==> src/rtl/ni_inject_fifo.sv <==
// Injection FIFO between a core and the routing stage: buffers flits and drops
// any flit that breaks header/body/tail framing, flagging it on a sticky error bit.
module ni_inject_fifo #(
    parameter int FLIT_SIZE      = 64,
    parameter int FLIT_TYPE_SIZE = 2,
    parameter int DEPTH          = 8,
    // Type encodings; bit 1 marks a packet start, bit 0 a packet end.
    parameter logic [FLIT_TYPE_SIZE-1:0] TYPE_BODY        = FLIT_TYPE_SIZE'(0),
    parameter logic [FLIT_TYPE_SIZE-1:0] TYPE_TAIL        = FLIT_TYPE_SIZE'(1),
    parameter logic [FLIT_TYPE_SIZE-1:0] TYPE_HEADER      = FLIT_TYPE_SIZE'(2),
    parameter logic [FLIT_TYPE_SIZE-1:0] TYPE_HEADER_TAIL = FLIT_TYPE_SIZE'(3)
) (
    input  logic                      clk,
    input  logic                      rst_p,
    input  logic                      ValidIn,
    input  logic [FLIT_SIZE-1:0]      FlitIn,
    input  logic [FLIT_TYPE_SIZE-1:0] FlitTypeIn,
    input  logic                      BroadcastFlitIn,
    output logic                      ReadyOut,
    input  logic                      Avail,
    output logic                      Req,
    output logic [FLIT_SIZE-1:0]      Flit,
    output logic [FLIT_TYPE_SIZE-1:0] FlitType,
    output logic                      BroadcastFlit,
    output logic [$clog2(DEPTH):0]    Occupancy,
    output logic                      ProtoErr
);

    localparam int PTR_W   = $clog2(DEPTH);
    localparam int CNT_W   = PTR_W + 1;
    localparam int ENTRY_W = FLIT_SIZE + FLIT_TYPE_SIZE + 1;

    typedef enum logic {
        OUT_PKT = 1'b0,
        IN_PKT  = 1'b1
    } frame_state_t;

    frame_state_t     state_reg;
    logic             proto_err_reg;
    logic [PTR_W-1:0] wr_ptr_reg;
    logic [PTR_W-1:0] rd_ptr_reg;
    logic [CNT_W-1:0] count_reg;
    logic [CNT_W-1:0] count_next;

    logic [ENTRY_W-1:0] mem [DEPTH];
    logic [ENTRY_W-1:0] wr_entry;
    logic [ENTRY_W-1:0] head_entry;

    logic handshake;
    logic type_ok;
    logic push;
    logic pop;

    // Flow control depends only on registered state so neither side sees a
    // combinational path through the other.
    assign ReadyOut  = (count_reg != CNT_W'(DEPTH));
    assign Req       = (count_reg != '0) && Avail;
    assign Occupancy = count_reg;
    assign ProtoErr  = proto_err_reg;

    assign handshake = ValidIn && ReadyOut;
    assign push      = handshake && type_ok;
    assign pop       = Req;

    always_comb begin
        type_ok = 1'b0;
        case (state_reg)
            OUT_PKT: type_ok = (FlitTypeIn == TYPE_HEADER) ||
                               (FlitTypeIn == TYPE_HEADER_TAIL);
            IN_PKT:  type_ok = (FlitTypeIn == TYPE_BODY) ||
                               (FlitTypeIn == TYPE_TAIL);
            default: type_ok = 1'b0;
        endcase
    end

    // Framing FSM; a rejected flit is still consumed so the core never stalls.
    always_ff @(posedge clk or posedge rst_p) begin
        if (rst_p) begin
            state_reg     <= OUT_PKT;
            proto_err_reg <= 1'b0;
        end else if (handshake) begin
            case (state_reg)
                OUT_PKT: begin
                    if (FlitTypeIn == TYPE_HEADER) begin
                        state_reg <= IN_PKT;
                    end else if (FlitTypeIn != TYPE_HEADER_TAIL) begin
                        proto_err_reg <= 1'b1;
                    end
                end
                IN_PKT: begin
                    if (FlitTypeIn == TYPE_TAIL) begin
                        state_reg <= OUT_PKT;
                    end else if (FlitTypeIn != TYPE_BODY) begin
                        proto_err_reg <= 1'b1;
                    end
                end
                default: state_reg <= OUT_PKT;
            endcase
        end
    end

    always_comb begin
        count_next = count_reg;
        case ({push, pop})
            2'b10:   count_next = count_reg + 1'b1;
            2'b01:   count_next = count_reg - 1'b1;
            default: count_next = count_reg;
        endcase
    end

    always_ff @(posedge clk or posedge rst_p) begin
        if (rst_p) begin
            wr_ptr_reg <= '0;
            rd_ptr_reg <= '0;
            count_reg  <= '0;
        end else begin
            if (push) begin
                wr_ptr_reg <= wr_ptr_reg + 1'b1;
            end
            if (pop) begin
                rd_ptr_reg <= rd_ptr_reg + 1'b1;
            end
            count_reg <= count_next;
        end
    end

    assign wr_entry = {BroadcastFlitIn, FlitTypeIn, FlitIn};

    // Storage is deliberately not reset; the count alone says what is valid.
    generate
        for (genvar gi = 0; gi < DEPTH; gi++) begin : g_entry
            always_ff @(posedge clk) begin
                if (push && (wr_ptr_reg == PTR_W'(gi))) begin
                    mem[gi] <= wr_entry;
                end
            end
        end
    endgenerate

    // The head is read asynchronously, so a write only appears a cycle later.
    assign head_entry    = mem[rd_ptr_reg];
    assign Flit          = head_entry[FLIT_SIZE-1:0];
    assign FlitType      = head_entry[FLIT_SIZE +: FLIT_TYPE_SIZE];
    assign BroadcastFlit = head_entry[ENTRY_W-1];

endmodule

==> config.mk <==
export PLATFORM = sky130hd
export DESIGN_NAME = ni_inject_fifo
export DESIGN_NICKNAME = d
export VERILOG_FILES = /design/src/rtl/ni_inject_fifo.sv
export SDC_FILE = /design/constraint.sdc
export NUM_CORES = 1
export LEC_CHECK = 0
export BUFFER_PORTS_ARGS = -buffer_cell sky130_fd_sc_hd__buf_4
export CAP_MARGIN = 20
export CORE_MARGIN = 4
export CORE_UTILIZATION = 45
export DETAILED_ROUTE_END_ITERATION = 7
export GPL_ROUTABILITY_DRIVEN = 0
export HOLD_SLACK_MARGIN = 0.06
export PLACE_DENSITY = 0.69
export SLEW_MARGIN = 20
export SYNTH_ARGS = -nofsm -noshare
export SYNTH_HDL_FRONTEND = slang
export SYNTH_SLANG_ARGS = --single-unit
==> constraint.sdc <==
create_clock -name clk -period 4.9 [get_ports clk]
set_input_delay 1.225 -clock clk [delete_from_list [all_inputs] [get_ports clk]]
set_output_delay 1.225 -clock clk [all_outputs]
set_load 0.05 [all_outputs]
==> results of run 1 <==
[layer usage]
| metal | part of all wire (%) | track usage, % | vias up |
|---|---|---|---|
| li1 | - | - | 3996 |
| met1 | 42 | 22.3 | 4834 |
| met2 | 50 | 27.1 | 232 |
| met3 | 5.6 | 3.24 | 60 |
| met4 | 2.1 | 4.51 | 0 |
| met5 | 0 | 0 | - |
[kinds of logic (layout without fill, tap and decap cells)]
family / after synthesis / in the layout / share of synthesized area (%)
mux: 205 / 205 / 18.3
flops: 548 / 548 / 78.5
buf+inv: 50 / 270 / 1.25
simple gates: 24 / 24 / 0.761
fa+ha+maj: 10 / 10 / 0.599
xor+xnor: 7 / 7 / 0.294
compound gates: 9 / 9 / 0.330
[through the flow]
step                      hold WS [ns]  area (µm²)
after floorplan                  0.535       20900
after global placement           0.499       22800
after detailed placement         0.498       22800
after CTS                        0.512       24500
after global routing             0.516       24500
final                            0.504       24500
[Yosys cell counts (all sizes together) (2+ instances only)]
cell type,number
and2,2
and3,7
buf,22
clkbuf,20
dfrtp,12
edfxtp,536
ha,10
inv,8
mux2,69
mux2i,2
mux4,134
nand2,5
nor2b,2
o41ai,2
or4b,2
xnor2,5
xor2,2
[critical path, stage by stage (launching register included)]
cell and delay [ns]:
dfrtp_4 0.76, buf_4 0.42, mux4_2 0.55, mux2_2 0.29, buf_4 0.19
[power by group]
part / switching [mW] / internal [mW] / total (mW)
Clock: 1.68 / 2.32 / 4.00
Sequential: 0.285 / 5.59 / 5.87
Combinational: 3.25 / 2.23 / 5.48
Total: 5.22 / 10.1 / 15.4
[how the worst min path moves through the flow]
stage / end / slack (ns) / cells past startpoint
floorplan: wr_ptr_reg[1] / 0.53 / 1
global placement: ProtoErr / 0.50 / 1
detailed placement: ProtoErr / 0.50 / 1
CTS: ProtoErr / 0.51 / 1
global route: ProtoErr / 0.52 / 1
finish: ProtoErr / 0.50 / 1
[layout make-up]
cell class / count / area (µm²) / share of cell area, %
Sequential cell: 548 / 16400 / 66.8
Multi-Input combinational cell: 255 / 4270 / 17.4
Timing Repair Buffer: 161 / 1360 / 5.54
Clock buffer: 70 / 1460 / 5.96
Inverter: 8 / 30.0 / 0.122
Clock inverter: 31 / 265 / 1.08
Tap cell: 600 / 751 / 3.06
[cell usage in the layout (no fill, tap or decap), types with 2 or more instances in the layout]
| cell | netlist | routed |
|---|---|---|
| mux2i_1 | 2 | 2 |
| buf_4 | 3 | 149 |
| and3_4 | 1 | 7 |
| inv_1 | 8 | 8 |
| clkbuf_1 | 20 | 13 |
| nor2b_1 | 2 | 2 |
| and2_4 | 0 | 2 |
| edfxtp_1 | 536 | 536 |
| nand2_1 | 5 | 5 |
| mux4_2 | 134 | 134 |
| dfrtp_1 | 12 | 9 |
| clkinv_2 | 0 | 8 |
| clkbuf_16 | 0 | 56 |
| bufinv_16 | 0 | 4 |
| clkinv_1 | 0 | 13 |
| mux2_2 | 68 | 68 |
| xnor2_1 | 5 | 5 |
| clkinvlp_4 | 0 | 3 |
| xor2_1 | 2 | 2 |
| ha_1 | 10 | 10 |
| buf_12 | 0 | 12 |
| o41ai_1 | 2 | 2 |
| inv_6 | 0 | 2 |
| dfrtp_4 | 0 | 3 |
==> results by group, run 1 <==
Status
  – Status: complete, no violations

Route
  – Initial drt markers: 757
  – TritonRoute pass-1 iters: 4
  – Drt total wl: 40.2 mm
  – DRC viols: 0
  – Antenna viol nets, final: 0
  – Avg Vias per Cell: 5.45
  – Via count: 9122
  – WL per Instance: between 20 and 25 µm

Floorplanning
  – Starting density of the core: 45.7%
  – Die area: 49900 µm²
  – Die extent in y: 223 µm
  – Die Span X: ~220 µm
  – Core area: 45700 µm²
  – I/O pins: 145
  – Row cnt: 78

Worst setup path
  – Arr. time, crit path: 2.83 ns
  – FF-to-FF path depth: 6
  – Reg2Reg Setup Slack: between 1.5 and 2 ns
  – CP max FO: 24
  – Crit. Startpoint: rd_ptr_reg[0]
  – Crit path capture type: output port
  – WP data required: 3.67 ns
  – Crit start category: register
  – Crit path kind: register to output port
  – Worst flop-to-flop path startpoint: Occupancy[1]
  – Worst setup endpoint: Flit[18]
  – Worst r2r dst: Occupancy[3]

Final layout
  – Fin cells: 1673
  – Fin nets: 1110
  – Largest Register: mem
  – Syn-to-layout area delta: 17.5%
  – Max reg flops: 536
  – Layout cells sized above 1: 42.3%
  – Core Util, Final: 53.7%
  – Ant. Diodes: 0
  – Filler Cell Count: 3452

Global route
  – GRT Util Overall: 16.3%
  – Number of global-route vias before repair: 10039
  – Pin count of the biggest net entering global routing: 69
  – Initial antenna violation count: 0
  – Grt ovf: 0
  – First-pass GRT wire length: approximately 62 mm

CTS
  – Setup Fix Bufs, Post-CTS: 0
  – Hold Buf Count CTS: 0
  – CTS Root Cell: clkbuf_16
  – Clock slew at reported path FFs: 0.06 ns
  – Num CTS Buffers: 55
  – H-tree lvl count: 2
  – CTS max path bufs: 3
  – PostCTS Resize Cnt: 0
  – CTS tree: built
  – Clock sink total: between 500 and 600
  – Latest clock arrival within the worst-skew pair: 0.59 ns

Yosys
  – Synth top area cells: edfxtp_1 77%, mux4_2 14%, mux2_2 3.7%
  – Synth warnings: 0
  – Synth top area share: 77.1%
  – Yosys cell types: 35
  – Cell area after synthesis: 20900 µm²
  – Average size of a mapped cell: 24.5 µm²
  – Synthesis-stage register bit count: 548
  – Post-Synthesis Cells: 853
  – Number of synthesized flops with an enable pin: around 540
  – FFs w/ async S/R, synth: approximately 2.2%
  – Yosys top cell by area: edfxtp_1
  – Main flop type after synthesis: edfxtp_1
  – Register area share after synthesis: 78.5%
  – Post-Synthesis Net Count: ~930

Power and ir drop
  – Pwr Total: 15.4 mW
  – Leakage: 7.98 nW
  – Pwr Density: 626 nW/µm²
  – Maximum vdd ir drop: 0.000465 V

STA
  – Final hold vios: 0
  – Slew Limit Fails: 0
  – Peak Freq: 247 MHz
  – Final setup fails: 0
  – Final worst setup slack: approximately 0.85 ns
  – Setup_tns: 0 ns
  – Tmin final: 4.05 ns
  – Period Utilization, post-route: 82.7%
  – RSZ-0062 raised after global routing: false
  – Worst Tran Pin Value: about 0.84 ns
  – Worst Skew: 0.0150 ns
  – Slew margin rel.: 43.1%

Worst hold path
  – Worst min-delay path startpoint: ProtoErr
  – HP Class: register to register

Place
  – Post-placement worst setup slack: 1.39 ns
  – Post-DP HPWL: 21.5 mm
  – Placed Cells: 1572
  – Number of buffers added on ports: between 100 and 150

Run
  – Max-Cap Viols: 0
Note: power is estimated with default switching activity, not from simulation.
==> run 2: changes to the inputs <==
Settings changed: ABC_AREA from default to 1.
Clock period 4.9 ns to 4.15 ns, I/O delays scaled along.
==> results by group, run 2 <==
Status
  – Status: complete, no violations

Worst setup path
  – Worst r2r dst: Occupancy[2]
  – FF-to-FF path depth: 12 (+6)
  – Worst flop-to-flop path startpoint: Occupancy[1]
  – Crit start category: register
  – CP max FO: 82 (+240%)
  – Crit path capture type: output port
  – Reg2Reg Setup Slack: 1.81 ns (about the same)
  – WP data required: 3.11 ns (-0.56 ns)
  – Arr. time, crit path: 2.82 ns (about the same)
  – Crit path kind: register to output port

CTS
  – Clock slew at reported path FFs: 0.06 ns (about the same)
  – H-tree lvl count: 2 (unchanged)
  – Clock sink total: 548 (unchanged)
  – Num CTS Buffers: 54 (-1.8%)
  – CTS max path bufs: 3 (unchanged)
  – Hold Buf Count CTS: 0 (unchanged)
  – CTS Root Cell: clkbuf_16
  – Latest clock arrival within the worst-skew pair: 0.61 ns (+0.02 ns)
  – PostCTS Resize Cnt: 0 (unchanged)
  – Setup Fix Bufs, Post-CTS: 0 (unchanged)
  – CTS tree: built

STA
  – Final hold vios: 0 (unchanged)
  – Final setup fails: 0 (unchanged)
  – Slew margin rel.: 27.8% (-15 points)
  – Tmin final: between 3 and 4 ns
  – Peak Freq: 259 MHz
  – Period Utilization, post-route: 92.9%
  – Final worst setup slack: 0.293 ns (-0.556 ns)
  – Worst Tran Pin Value: 1.08 ns (+0.241 ns)
  – RSZ-0062 raised after global routing: false
  – Slew Limit Fails: 0 (unchanged)
  – Worst Skew: 0.0236 ns (+0.00861 ns)

Route
  – WL per Instance: 19.2 µm (-20%)
  – DRC viols: 0 (unchanged)
  – TritonRoute pass-1 iters: 5 (+1)
  – Initial drt markers: 1138 (+50%)
  – Drt total wl: 48.7 mm (+21%)
  – Antenna viol nets, final: 0 (unchanged)
  – Via count: 13522 (+48%)
  – Avg Vias per Cell: 5.34 (-2.0%)

Power and ir drop
  – Pwr Density: 787 nW/µm² (+26%)
  – Reg power frac: 34.5% (-3.8 points)
  – Int Pwr: 11.7 mW (+15%)
  – Leakage: 8.81 nW (+10%)
  – Net switching power: 8.15 mW (+56%)
  – Comb pwr share: 41.3% (+5.6 points)
  – Maximum vdd ir drop: 0.000530 V (+14%)
  – Clock power frac: 24.2% (-1.8 points)
  – Switching share of total power: 41.1% (+7.2 points)

Final layout
  – Fin nets: 1951 (+76%)
  – Design area: 25200 µm² (+2.6%)
  – Layout cells sized above 1: 13.9% (-28 points)
  – Commonest non-fill, non-tap cell in the layout: edfxtp_1
  – Core Util, Final: 52.8% (-0.99 points)
  – Max reg flops: 536 (unchanged)
  – Syn-to-layout area delta: 15.9%
  – Largest Register: mem
  – Highest-count cells in the layout ignoring fill and taps: 536 x edfxtp_1, 411 x nor2_1, 227 x o21ai_1, 223 x nand2_1, 179 x o21ai_0

Place
  – DP Area: 23400 µm² (+2.7%)
  – Post-DP HPWL: 25.2 mm (+17%)
  – Post-placement worst setup slack: 0.909 ns (-0.477 ns)
  – Number of buffers added on ports: 144 (unchanged)

Yosys
  – Number of synthesized flops with an enable pin: 536 (unchanged)
  – Post-Synthesis Cells: 1743 (+100%)
  – Synth top area share: 74.1% (-3.0 points)
  – Average size of a mapped cell: 12.5 µm² (-49%)
  – Cell area after synthesis: 21700 µm² (+4.0%)
  – Most instantiated library cell after synthesis: edfxtp_1
  – Commonest cells in the netlist: 536 x edfxtp_1, 413 x nor2_1, 227 x o21ai_1, 223 x nand2_1, 179 x o21ai_0
  – Main flop type after synthesis: edfxtp_1
  – Yosys cell types: 23 (-34%)
  – Yosys top cell by area: edfxtp_1
  – Register area share after synthesis: 75.5% (-3.0 points)
  – Synth top area cells: edfxtp_1 74%, nor2_1 7.1%, o21ai_1 5.2%
  – Synthesis-stage register bit count: 548 (unchanged)
  – FFs w/ async S/R, synth: 2.19% (unchanged)
  – Post-Synthesis Net Count: 1824 (+95%)
  – Synth warnings: 0 (unchanged)

Floorplanning
  – Core area: 47700 µm² (+4.5%)
  – Die Span X: 228 µm (+1.9%)
  – Starting density of the core: 45.5% (-0.23 points)
  – I/O pins: 145 (unchanged)
  – Die area: 51900 µm² (+3.9%)
  – Die extent in y: 228 µm (+1.9%)
  – Row cnt: 80 (+2.6%)

Global route
  – Pin count of the biggest net entering global routing: 166 (+140%)
  – GRT Util Overall: 18.4% (+2.1 points)
  – Number of global-route vias before repair: 13386 (+33%)
  – Grt ovf: 0 (unchanged)
  – Initial antenna violation count: 4 (+4)
  – First-pass GRT wire length: 75.9 mm (+22%)

Run
  – Max-Cap Viols: 0 (unchanged)

Worst hold path
  – HP Class: input pin to asynchronous set/reset pin
-- run 2: cell types whose count changed after synthesis, sizes merged, moves of 3 or more --
cell and delta:
and3 -7, buf +42, nand2 +218, clkbuf +21, nand3 +5, nor3 +5, o21ai +406, nor2 +412
mux2 -69, xnor2 -3, inv +10, mux4 -134
-- run 2: area by class of cell --
cell class | count | area (µm²)
antenna | 1 | 2.50
clock buffer | 72 | 1430
clock inverter | 29 | 320
fill | 3930 | 22600
inverter | 18 | 75.1
multi-input combinational | 1072 | 4750
sequential | 548 | 16400
tap | 615 | 769
timing repair buffer | 176 | 1430
-- run 2: how the worst max path moves through the flow --
stage,from,end,slack (ns)
floorplan,Occupancy[2],mem[3][0],-0.92
global placement,rd_ptr_reg[0],Flit[15],0.98
detailed placement,rd_ptr_reg[0],Flit[14],0.91
CTS,rd_ptr_reg[0],Flit[14],0.26
global route,rd_ptr_reg[0],Flit[14],0.07
finish,rd_ptr_reg[0],Flit[14],0.29
-- run 2: metrics by stage --
step	hold WS (ns)	TNS, ns	std cells	power [mW]
2_1_floorplan	0.475	-395.93	1743	12.9
3_3_place_gp	0.463	0	2429	15.1
3_5_place_dp	0.476	0	2429	15.2
4_1_cts	0.484	0	2530	20.0
5_1_grt	0.511	0	2531	20.9
6_report	0.489	0	2531	19.8
-- run 2: kinds of logic (layout without fill, tap and decap cells) --
family | count (synthesis) | after routing | synth area share (%)
buffers and inverters | 123 | 295 | 3.04
XOR/XNOR | 6 | 6 | 0.242
flip-flops | 548 | 548 | 75.5
AND/OR/NAND/NOR | 647 | 647 | 11.2
other | 0 | 1 | 0
adder cells (fa/ha/maj) | 10 | 10 | 0.576
AO/OA/AOI/OAI | 409 | 409 | 9.43
-- run 2: metal layers --
metal | wire, µm | GRT usage (%) | up-vias
li1 | - | - | 6396
met1 | 20900 | 24.7 | 6669
met2 | 23600 | 30.6 | 378
met3 | 3080 | 3.66 | 73
met4 | 994 | 5.42 | 6
met5 | 41 | 0 | -
-- run 2: worst max-delay path, stage by stage, from the launching register on --
cell and delay, ns:
dfrtp_4 0.62, inv_8 0.40, buf_12 0.36, nor2_1 0.09, o21ai_0 0.21, nand2_1 0.09, nand2_1 0.16, buf_4 0.21
-- run 2: power by group through the flow --
stage	combinational [mW]	sequential [mW]	clock, mW
global placement	8.12	6.93	0
finish	8.18	6.84	4.80
detailed placement	8.24	6.95	0
floorplan	5.96	6.96	0
global route	8.94	6.88	5.13
CTS	8.28	6.84	4.90
==> run 3: changes to the inputs <==
Settings changed: ABC_AREA 1 to 0.
==> results by group, run 3 (synthesis gave the netlist of run 1 again) <==
Worst setup path
  – Arr. time, crit path: 2.75 ns (-0.07 ns)
  – CP max-delay cell: dfrtp_4
  – Crit path capture type: output port
  – Crit path kind: register to output port
  – Reg2Reg Setup Slack: 1.04 ns (-0.77 ns)
  – CP max FO: 18 (-78%)
  – WP data required: 3.11 ns (about the same)
  – CP most frequent cell: buf_4
  – Crit path largest cell delay: 0.70 ns (+0.08 ns)
  – Crit start category: register
  – Worst path cell trace: buf_4, mux4_2, mux2_2, buf_4

Route
  – Drt total wl: 40.5 mm (-17%)
  – TritonRoute pass-1 iters: 5 (unchanged)
  – Initial drt markers: 556 (-51%)
  – DRC viols: 0 (unchanged)
  – Avg Vias per Cell: 5.49 (+2.8%)
  – Antenna viol nets, final: 0 (unchanged)
  – WL per Instance: 24.1 µm (+25%)
  – Via count: 9228 (-32%)

CTS
  – CTS max path bufs: 3 (unchanged)
  – Latest clock arrival within the worst-skew pair: 0.59 ns (-0.02 ns)
  – H-tree lvl count: 2 (unchanged)
  – Hold Buf Count CTS: 0 (unchanged)
  – Clock slew at reported path FFs: 0.06 ns (about the same)
  – CTS Root Cell: clkbuf_16
  – Clock sink total: 548 (unchanged)
  – CTS tree: built
  – Num CTS Buffers: 54 (unchanged)
  – Setup Fix Bufs, Post-CTS: 0 (unchanged)
  – PostCTS Resize Cnt: 0 (unchanged)

Global route
  – Grt ovf: 0 (unchanged)
  – Pin count of the biggest net entering global routing: 40 (-76%)
  – Number of global-route vias before repair: 10008 (-25%)
  – GRT Util Overall: 16.4% (-2.0 points)
  – Initial antenna violation count: 1 (-3)
  – First-pass GRT wire length: 62.1 mm (-18%)

Worst hold path
  – HP Class: input pin to asynchronous set/reset pin

Power and ir drop
  – Leakage: 8.02 nW (-8.9%)
  – Pwr Density: 739 nW/µm² (-6.0%)
  – Pwr Total: 18.2 mW (-8.0%)
  – Maximum vdd ir drop: 0.000479 V (-9.6%)

Run
  – Max-Cap Viols: 0 (unchanged)

STA
  – Slew Limit Fails: 0 (unchanged)
  – WHS: 0.473 ns (-0.0157 ns)
  – Tmin final: 3.79 ns (-0.0717 ns)
  – Worst Tran Pin Value: 0.846 ns (-0.237 ns)
  – Final hold vios: 0 (unchanged)
  – Peak Freq: 264 MHz (+1.9%)
  – Slew margin rel.: 42.9% (+15 points)
  – RSZ-0062 raised after global routing: false
  – Final setup fails: 0 (unchanged)
  – Setup_tns: 0 ns (unchanged)
  – Worst Skew: 0.0171 ns (-0.00655 ns)
  – Period Utilization, post-route: 91.2% (-1.7 points)

Final layout
  – Largest Register: mem
  – Layout cells sized above 1: 42.4% (+29 points)
  – Highest-count cells in the layout ignoring fill and taps: 536 x edfxtp_1, 155 x buf_4, 134 x mux4_2, 68 x mux2_2, 55 x clkbuf_16
  – Fin nets: 1117 (-43%)
  – Max reg flops: 536 (unchanged)
  – Fin cells: 1681 (-34%)
  – Commonest non-fill, non-tap cell in the layout: edfxtp_1
  – Syn-to-layout area delta: 18.0%

Floorplanning
  – Row cnt: 78 (-2.5%)
  – Core area: 45700 µm² (-4.3%)
  – Starting density of the core: 45.7% (+0.23 points)
  – Die Span X: 223 µm (-1.9%)
  – I/O pins: 145 (unchanged)
  – Die extent in y: 223 µm (-1.9%)
  – Die area: 49900 µm² (-3.7%)

Place
  – Post-DP HPWL: 22.6 mm (-10%)
  – Placed Cells: 1580 (-35%)
  – Number of buffers added on ports: 144 (unchanged)

Status
  – Status: complete, no violations
run 3: final cells by class:
type | count | area [µm²]
clock buffer | 69 | 1430
multi-input combinational | 255 | 4270
tap | 600 | 751
timing repair buffer | 169 | 1440
inverter | 8 | 30.0
fill | 3437 | 21000
sequential | 548 | 16400
clock inverter | 31 | 319
antenna | 1 | 2.50
run 3: critical path: cells and delay by family (launching register included):
kind,cells,cell delay [ns]
muxes,2,0.84
DFF,1,0.70
buffers and inverters,2,0.60
run 3: metrics by stage:
step           instance area (µm²)  util, %  worst slack [ns]
4_1_cts                      24600     54.0             0.258
3_3_place_gp                 22900     50.1             0.926
5_1_grt                      24600     54.0             0.180
3_5_place_dp                 22900     50.1             0.902
6_report                     24600     54.0             0.365
2_1_floorplan                20900        -             0.550
run 3: final timing paths:
check | from | endpoint | cells past startpoint
hold / removal | rst_p | Occupancy[2] | 2
min in group clk | ProtoErr | ProtoErr | 1
setup / recovery | rd_ptr_reg[0] | Flit[36] | 4
max in group asynchronous | rst_p | rd_ptr_reg[2] | 2
hold reg to reg | ProtoErr | ProtoErr | 1
setup reg to reg | Occupancy[1] | Occupancy[3] | 6
run 3: power by group:
group	internal (mW)	switching (mW)
sequential	6.60	0.348
clock	2.80	1.98
combinational	2.67	3.83
run 3: layer usage:
layer | global-route usage, % | vias to the layer above | wire, µm
li1 | - | 4007 | -
met1 | 21.3 | 4965 | 16300
met2 | 28.2 | 200 | 21200
met3 | 3.55 | 56 | 2180
met4 | 4.37 | 0 | 834
met5 | 0 | - | 0
